==> config.mk <==
export PLATFORM = sky130hd
export DESIGN_NAME = lenet_digit_filter
export DESIGN_NICKNAME = d
export VERILOG_FILES = /design/src/rtl/lenet_digit_filter_pkg.sv /design/src/rtl/lenet_digit_filter_history_ring.sv /design/src/rtl/lenet_digit_filter.sv
export SDC_FILE = /design/constraint.sdc
export NUM_CORES = 1
export LEC_CHECK = 0
export ABC_AREA = 1
export CORE_ASPECT_RATIO = 1.4
export CORE_MARGIN = 4
export CORE_UTILIZATION = 45
export CTS_CLUSTER_SIZE = 8
export DETAILED_ROUTE_END_ITERATION = 6
export GPL_ROUTABILITY_DRIVEN = 0
export HOLD_SLACK_MARGIN = 0.06
export PLACE_DENSITY = 0.65
export REMOVE_ABC_BUFFERS = 1
export SLEW_MARGIN = 20
export SYNTH_ARGS = -nofsm -noshare
export SYNTH_HDL_FRONTEND = slang
export SYNTH_SLANG_ARGS = --single-unit
==> constraint.sdc <==
create_clock -name clk -period 5.19 [get_ports clk]
set_clock_uncertainty 0.15 [all_clocks]
set_input_delay 0.7785 -clock clk [delete_from_list [all_inputs] [get_ports clk]]
set_output_delay 0.7785 -clock clk [all_outputs]
set_load 0.02 [all_outputs]
==> src/rtl/lenet_digit_filter_pkg.sv <==
// Shared types and constants for the LeNet digit vote filter.
package lenet_filter_pkg;

   localparam int DIGIT_W             = 4;
   localparam int NUM_CLASSES_DEFAULT = 10;

   typedef enum logic [1:0] {
      IDLE,
      UPDATE,
      SCAN,
      COMMIT
   } filt_state_t;

endpackage

==> src/rtl/lenet_digit_filter_history_ring.sv <==
// Ring of the last HISTORY accepted digits; exposes the entry about to be
// overwritten so the vote counters can retire it in the same cycle.
module digit_history_ring
   import lenet_filter_pkg::*;
#(
   parameter int HISTORY = 8
) (
   input  logic               clk,
   input  logic               rst_n,
   input  logic               i_clear,
   input  logic               i_wr_en,
   input  logic [DIGIT_W-1:0] i_wr_digit,
   output logic [DIGIT_W-1:0] o_evict_digit,
   output logic               o_evict_valid
);

   localparam int PTR_W  = (HISTORY > 1) ? $clog2(HISTORY) : 1;
   localparam int FILL_W = $clog2(HISTORY + 1);

   logic [DIGIT_W-1:0] r_mem [HISTORY];
   logic [PTR_W-1:0]   r_wr_ptr;
   logic [FILL_W-1:0]  r_fill;

   always_ff @(posedge clk or negedge rst_n) begin
      if (!rst_n) begin
         for (int unsigned i = 0; i < HISTORY; i++) r_mem[i] <= '0;
         r_wr_ptr <= '0;
         r_fill   <= '0;
      end else if (i_clear) begin
         for (int unsigned i = 0; i < HISTORY; i++) r_mem[i] <= '0;
         r_wr_ptr <= '0;
         r_fill   <= '0;
      end else if (i_wr_en) begin
         r_mem[r_wr_ptr] <= i_wr_digit;
         r_wr_ptr <= (r_wr_ptr == PTR_W'(HISTORY - 1)) ? '0 : r_wr_ptr + PTR_W'(1);
         if (r_fill != FILL_W'(HISTORY)) r_fill <= r_fill + FILL_W'(1);
      end
   end

   // Once the ring is full the write slot holds the oldest entry.
   assign o_evict_digit = r_mem[r_wr_ptr];
   assign o_evict_valid = (r_fill == FILL_W'(HISTORY));

endmodule

==> src/rtl/lenet_digit_filter.sv <==
// Temporal vote filter for LeNet classifications: per-class vote counters
// over a history ring, sequential argmax scan, registered commit.
// Optional macro LENET_FILTER_HYST_EN: a new winner must strictly out-vote
// the currently displayed digit before it replaces it.
module lenet_digit_filter
   import lenet_filter_pkg::*;
#(
   parameter int HISTORY     = 8,
   parameter int MIN_VOTES   = 5,
   parameter int NUM_CLASSES = NUM_CLASSES_DEFAULT
) (
   input  logic                         clk,
   input  logic                         rst_n,
   input  logic                         lenet_ready,
   input  logic [DIGIT_W-1:0]           lenet_digit,
   input  logic                         clear,
   output logic [DIGIT_W-1:0]           stable_digit,
   output logic                         stable_valid,
   output logic [$clog2(HISTORY+1)-1:0] vote_count,
   output logic                         result_valid,
   output logic                         overrun
);

   localparam int CNT_W = $clog2(HISTORY + 1);

   filt_state_t        r_state;
   logic               r_ready_q;
   logic [DIGIT_W-1:0] r_cur_digit;
   logic               r_pend_v;
   logic [DIGIT_W-1:0] r_pend_d;
   logic [CNT_W-1:0]   r_cnt [NUM_CLASSES];
   logic [DIGIT_W-1:0] r_scan_idx;
   logic [DIGIT_W-1:0] r_best_idx;
   logic [CNT_W-1:0]   r_best_cnt;
   logic [DIGIT_W-1:0] r_stable_digit;
   logic               r_stable_valid;
   logic [CNT_W-1:0]   r_vote_count;
   logic               r_result_valid;
   logic               r_overrun;

   logic               w_edge;
   logic               w_new_valid;
   logic               w_wr_en;
   logic [DIGIT_W-1:0] w_evict_digit;
   logic               w_evict_valid;
   logic               w_inc [NUM_CLASSES];
   logic               w_dec [NUM_CLASSES];
   logic [CNT_W-1:0]   w_cur_cnt;
   logic               w_take;
   logic [DIGIT_W-1:0] w_commit_digit;
   logic [CNT_W-1:0]   w_commit_cnt;

   assign w_edge      = lenet_ready & ~r_ready_q;
   assign w_new_valid = w_edge & ({1'b0, lenet_digit} < (DIGIT_W + 1)'(NUM_CLASSES));
   assign w_wr_en     = (r_state == UPDATE) & ~clear;

   digit_history_ring #(
      .HISTORY (HISTORY)
   ) u_ring (
      .clk           (clk),
      .rst_n         (rst_n),
      .i_clear       (clear),
      .i_wr_en       (w_wr_en),
      .i_wr_digit    (r_cur_digit),
      .o_evict_digit (w_evict_digit),
      .o_evict_valid (w_evict_valid)
   );

   // A matching new/evicted pair raises both flags, leaving the counter as is.
   always_comb begin
      for (int unsigned c = 0; c < NUM_CLASSES; c++) begin
         w_inc[c] = (DIGIT_W'(c) == r_cur_digit);
         w_dec[c] = w_evict_valid && (DIGIT_W'(c) == w_evict_digit);
      end
   end

   assign w_cur_cnt = r_cnt[r_stable_digit];

`ifdef LENET_FILTER_HYST_EN
   assign w_take = (r_best_cnt > w_cur_cnt);
`else
   assign w_take = 1'b1;
`endif

   assign w_commit_digit = w_take ? r_best_idx : r_stable_digit;
   assign w_commit_cnt   = w_take ? r_best_cnt : w_cur_cnt;

   always_ff @(posedge clk or negedge rst_n) begin
      if (!rst_n) begin
         r_state        <= IDLE;
         r_ready_q      <= 1'b0;
         r_cur_digit    <= '0;
         r_pend_v       <= 1'b0;
         r_pend_d       <= '0;
         for (int unsigned c = 0; c < NUM_CLASSES; c++) r_cnt[c] <= '0;
         r_scan_idx     <= '0;
         r_best_idx     <= '0;
         r_best_cnt     <= '0;
         r_stable_digit <= '0;
         r_stable_valid <= 1'b0;
         r_vote_count   <= '0;
         r_result_valid <= 1'b0;
         r_overrun      <= 1'b0;
      end else begin
         r_ready_q      <= lenet_ready;
         r_result_valid <= 1'b0;
         if (clear) begin
            r_state        <= IDLE;
            r_cur_digit    <= '0;
            r_pend_v       <= 1'b0;
            r_pend_d       <= '0;
            for (int unsigned c = 0; c < NUM_CLASSES; c++) r_cnt[c] <= '0;
            r_scan_idx     <= '0;
            r_best_idx     <= '0;
            r_best_cnt     <= '0;
            r_stable_digit <= '0;
            r_stable_valid <= 1'b0;
            r_vote_count   <= '0;
            r_overrun      <= 1'b0;
         end else begin
            // Edges arriving while busy go to the one-deep slot.
            if (r_state != IDLE && w_new_valid) begin
               if (r_pend_v) begin
                  r_overrun <= 1'b1;
               end else begin
                  r_pend_v <= 1'b1;
                  r_pend_d <= lenet_digit;
               end
            end
            case (r_state)
               IDLE: begin
                  if (r_pend_v) begin
                     r_cur_digit <= r_pend_d;
                     r_pend_v    <= w_new_valid;
                     r_pend_d    <= lenet_digit;
                     r_state     <= UPDATE;
                  end else if (w_new_valid) begin
                     r_cur_digit <= lenet_digit;
                     r_state     <= UPDATE;
                  end
               end
               UPDATE: begin
                  for (int unsigned c = 0; c < NUM_CLASSES; c++) begin
                     if (w_inc[c] && !w_dec[c]) r_cnt[c] <= r_cnt[c] + CNT_W'(1);
                     else if (!w_inc[c] && w_dec[c]) r_cnt[c] <= r_cnt[c] - CNT_W'(1);
                  end
                  r_scan_idx <= '0;
                  r_best_idx <= '0;
                  r_best_cnt <= '0;
                  r_state    <= SCAN;
               end
               SCAN: begin
                  if (r_cnt[r_scan_idx] > r_best_cnt) begin
                     r_best_cnt <= r_cnt[r_scan_idx];
                     r_best_idx <= r_scan_idx;
                  end
                  if (r_scan_idx == DIGIT_W'(NUM_CLASSES - 1)) r_state <= COMMIT;
                  else r_scan_idx <= r_scan_idx + DIGIT_W'(1);
               end
               COMMIT: begin
                  r_stable_digit <= w_commit_digit;
                  r_vote_count   <= w_commit_cnt;
                  r_stable_valid <= (w_commit_cnt >= CNT_W'(MIN_VOTES));
                  r_result_valid <= 1'b1;
                  r_state        <= IDLE;
               end
               default: r_state <= IDLE;
            endcase
         end
      end
   end

   assign stable_digit = r_stable_digit;
   assign stable_valid = r_stable_valid;
   assign vote_count   = r_vote_count;
   assign result_valid = r_result_valid;
   assign overrun      = r_overrun;

endmodule

==> out/results.ini <==
[clocking]
cts_tree=built
insertion_delay_ns=0.42
clock_sinks=114
cts_buffers=17
h-tree-depth=4
postCtsSetupBuffers=0
cts_resized=0
clockBufferDepth=2
ctsHoldBuffers=0
clk_pin_slew_worst_paths_ns=0.05
root_buffer=clkbuf_16

[cells_and_area]
drive_gt1_share_pct=9.54
fin_cells=1139
regArea_mm2=0.00285
multi_input_area_mm2=0.00366
nets=982
fill_cells=1481
layout-area-overhead-vs-synth_pct=13.5
diodes=0
finalCoreUtilization_pct=51.9

[grt]
grt_pass1_vias=6059
antenna_found_initial=0
grt_pass1_wl_mm=29.4
grtUsageMet1_pct=24.8
top_usage_layer=met2
grtUsageTotal_pct=20.7
grt_max_degree=76
grt.overflow.total=0
use_met2_pct=35.9
grt_use_met3_pct=4.00

[route]
wl_per_cell_um=15.1
detail-route-antenna-nets=0
avgViaCountPerCell=5.32
vias=6063
dr.pass1.iters=7
drtIter0Drc=287
drcViolationCount=0
routed_wl_mm=17.2

[die]
initial_utilization_pct=45.7
dieArea_mm2=0.0180
fp.dieH_um=157
core_mm2=0.0156
rows=54
die_x_um=114
ios=19

[yosys]
syn_inst=914
synthTopCellsByArea=dfrtp_1 (40%), nand2_1 (9.1%), nand3_1 (8.3%)
synth-seq-cells=114
ys_seq_area_share_pct=40.0
yosys_warnings=0
avgSynthCellArea_um2=7.81
syn_area_mm2=0.00714
yosys.area.top_type=dfrtp_1
synth_top_area_share_pct=40.0
ys_types=36

[power_and_ir_drop]
p_leak_uw=0.00388
p_per_area_mw_per_mm2=441
ir_worst_vdd_uv=212

[timing]
tightest_slew_ns=0.972
grt_setup_unrepaired=no
period_minus_slack_ns=3.83
timing.fmax_mhz=261
tns_ns=0
setup-violations-final=0
fin_crit_sh_pct=73.7
relSlewSlack_pct=35.2
hold_viol=0
drv_slew=0

[worst_setup_path]
crit_required_ns=5.30
cp-start-kind=register
setup.worst_path.end_class=register
r2r_slack_ns=1.36
critical_path.max_fanout=27
critical_path_class=register to register
worst_ep_arrival_time_ns=3.94

[min_path]
hp-class=register to register

[placement]
dpl.hpwl_mm=12.3
port_buffers=18
placed_cells=1107

[run]
max_cap_violations=0

[outcome]
status=complete, no violations

-- worst max-delay path, stage by stage, from the launching register on --
cell	delay (ns)
dfrtp_1	0.81
clkinv_1	0.61
o21ai_0	0.33
nand3_1	0.10
nand3_1	0.08
o21ai_0	0.14
ha_1	0.33
nand2_1	0.06
o21ai_0	0.14
o21ai_0	0.12
a21oi_1	0.60
o21ai_0	0.19
-- where the power goes --
group	internal (µW)	switching [µW]	leakage [µW]	total [µW]
sequential	985	140	0.00157	1130
clock	852	411	0.000313	1260
combinational	404	778	0.00199	1180
total	2240	1330	0.00388	3570
-- cells in the mapped netlist (all sizes together) --
| cell type | n |
|---|---|
| o22ai | 27 |
| inv | 123 |
| nor3 | 9 |
| or2 | 1 |
| nor2 | 62 |
| a21oi | 47 |
| nor3b | 1 |
| o21ai | 76 |
| buf | 16 |
| nand4 | 10 |
| ha | 34 |
| clkinv | 5 |
| dfrtp | 114 |
| mux2i | 1 |
| clkbuf | 11 |
| xnor2 | 11 |
| xor2 | 11 |
| a211oi | 1 |
| o211ai | 2 |
| o21a | 2 |
| nand3b | 11 |
| fa | 10 |
| nand3 | 121 |
| o221ai | 3 |
| nand2 | 205 |
-- sequential cells by signal (all words and copies together) (netlist names) --
name             flops
overrun              1
r_best_cnt           4
r_best_idx           4
r_cnt               40
r_cur_digit          4
r_pend_d             4
r_pend_v             1
r_ready_q            1
r_scan_idx           4
r_state              2
result_valid         1
stable_digit         4
stable_valid         1
u_ring.r_fill        4
u_ring.r_mem        32
u_ring.r_wr_ptr      3
vote_count           4
-- per-stage QoR --
stage | hold WS [ns] | power, µW | cell area [µm²] | setup WS, ns
5_1_grt | 0.370 | 3840 | 8100 | 0.785
6_report | 0.342 | 3570 | 8100 | 1.36
3_5_place_dp | 0.333 | 2310 | 7460 | 1.41
3_3_place_gp | 0.332 | 2290 | 7460 | 1.48
2_1_floorplan | 0.310 | 1990 | 6990 | 2.00
4_1_cts | 0.346 | 3590 | 8100 | 1.42
-- placed cells by master (no fill, tap or decap), types with 17 or more instances in the layout --
cell	count
nor2_1	51
o22ai_1	27
clkbuf_16	17
clkdlybuf4s50_1	17
o21ai_0	67
a21oi_1	46
inv_1	118
nand2_2	30
nand3_1	118
nand2_1	173
ha_1	34
dfrtp_1	114
-- per-layer routing --
layer  part of all wire [%]  routed length (µm)
met5                      0                   0
met3                    3.9                 665
met2                     52                8870
met1                     41                7030
met4                    3.4                 589
-- layout make-up --
type / count / area share (%)
Clock inverter: 9 / 1.87
Sequential cell: 114 / 35.2
Clock buffer: 23 / 6.02
Multi-Input combinational cell: 645 / 45.2
Timing Repair Buffer: 24 / 2.75
Inverter: 128 / 5.93
Tap cell: 196 / 3.03
-- cell families after synthesis --
| group | synth area share, % |
|---|---|
| mux | 0.140 |
| compound gates | 11.9 |
| buf+inv | 8.76 |
| flops | 40.0 |
| simple gates | 27.7 |
| xor+xnor | 2.70 |
| fa+ha+maj | 8.76 |
-- path summary, 6_finish.rpt --
path / start / depth (start not counted) / end
setup reg to reg: r_scan_idx[0] / 11 / r_best_cnt[2]
hold / removal: overrun / 1 / overrun
setup / recovery: r_scan_idx[0] / 11 / r_best_cnt[2]
max in group asynchronous: rst_n / 2 / r_pend_v
min in group asynchronous: rst_n / 1 / u_ring.r_mem[5]
hold reg to reg: overrun / 1 / overrun
Note: power is estimated with default switching activity, not from simulation.
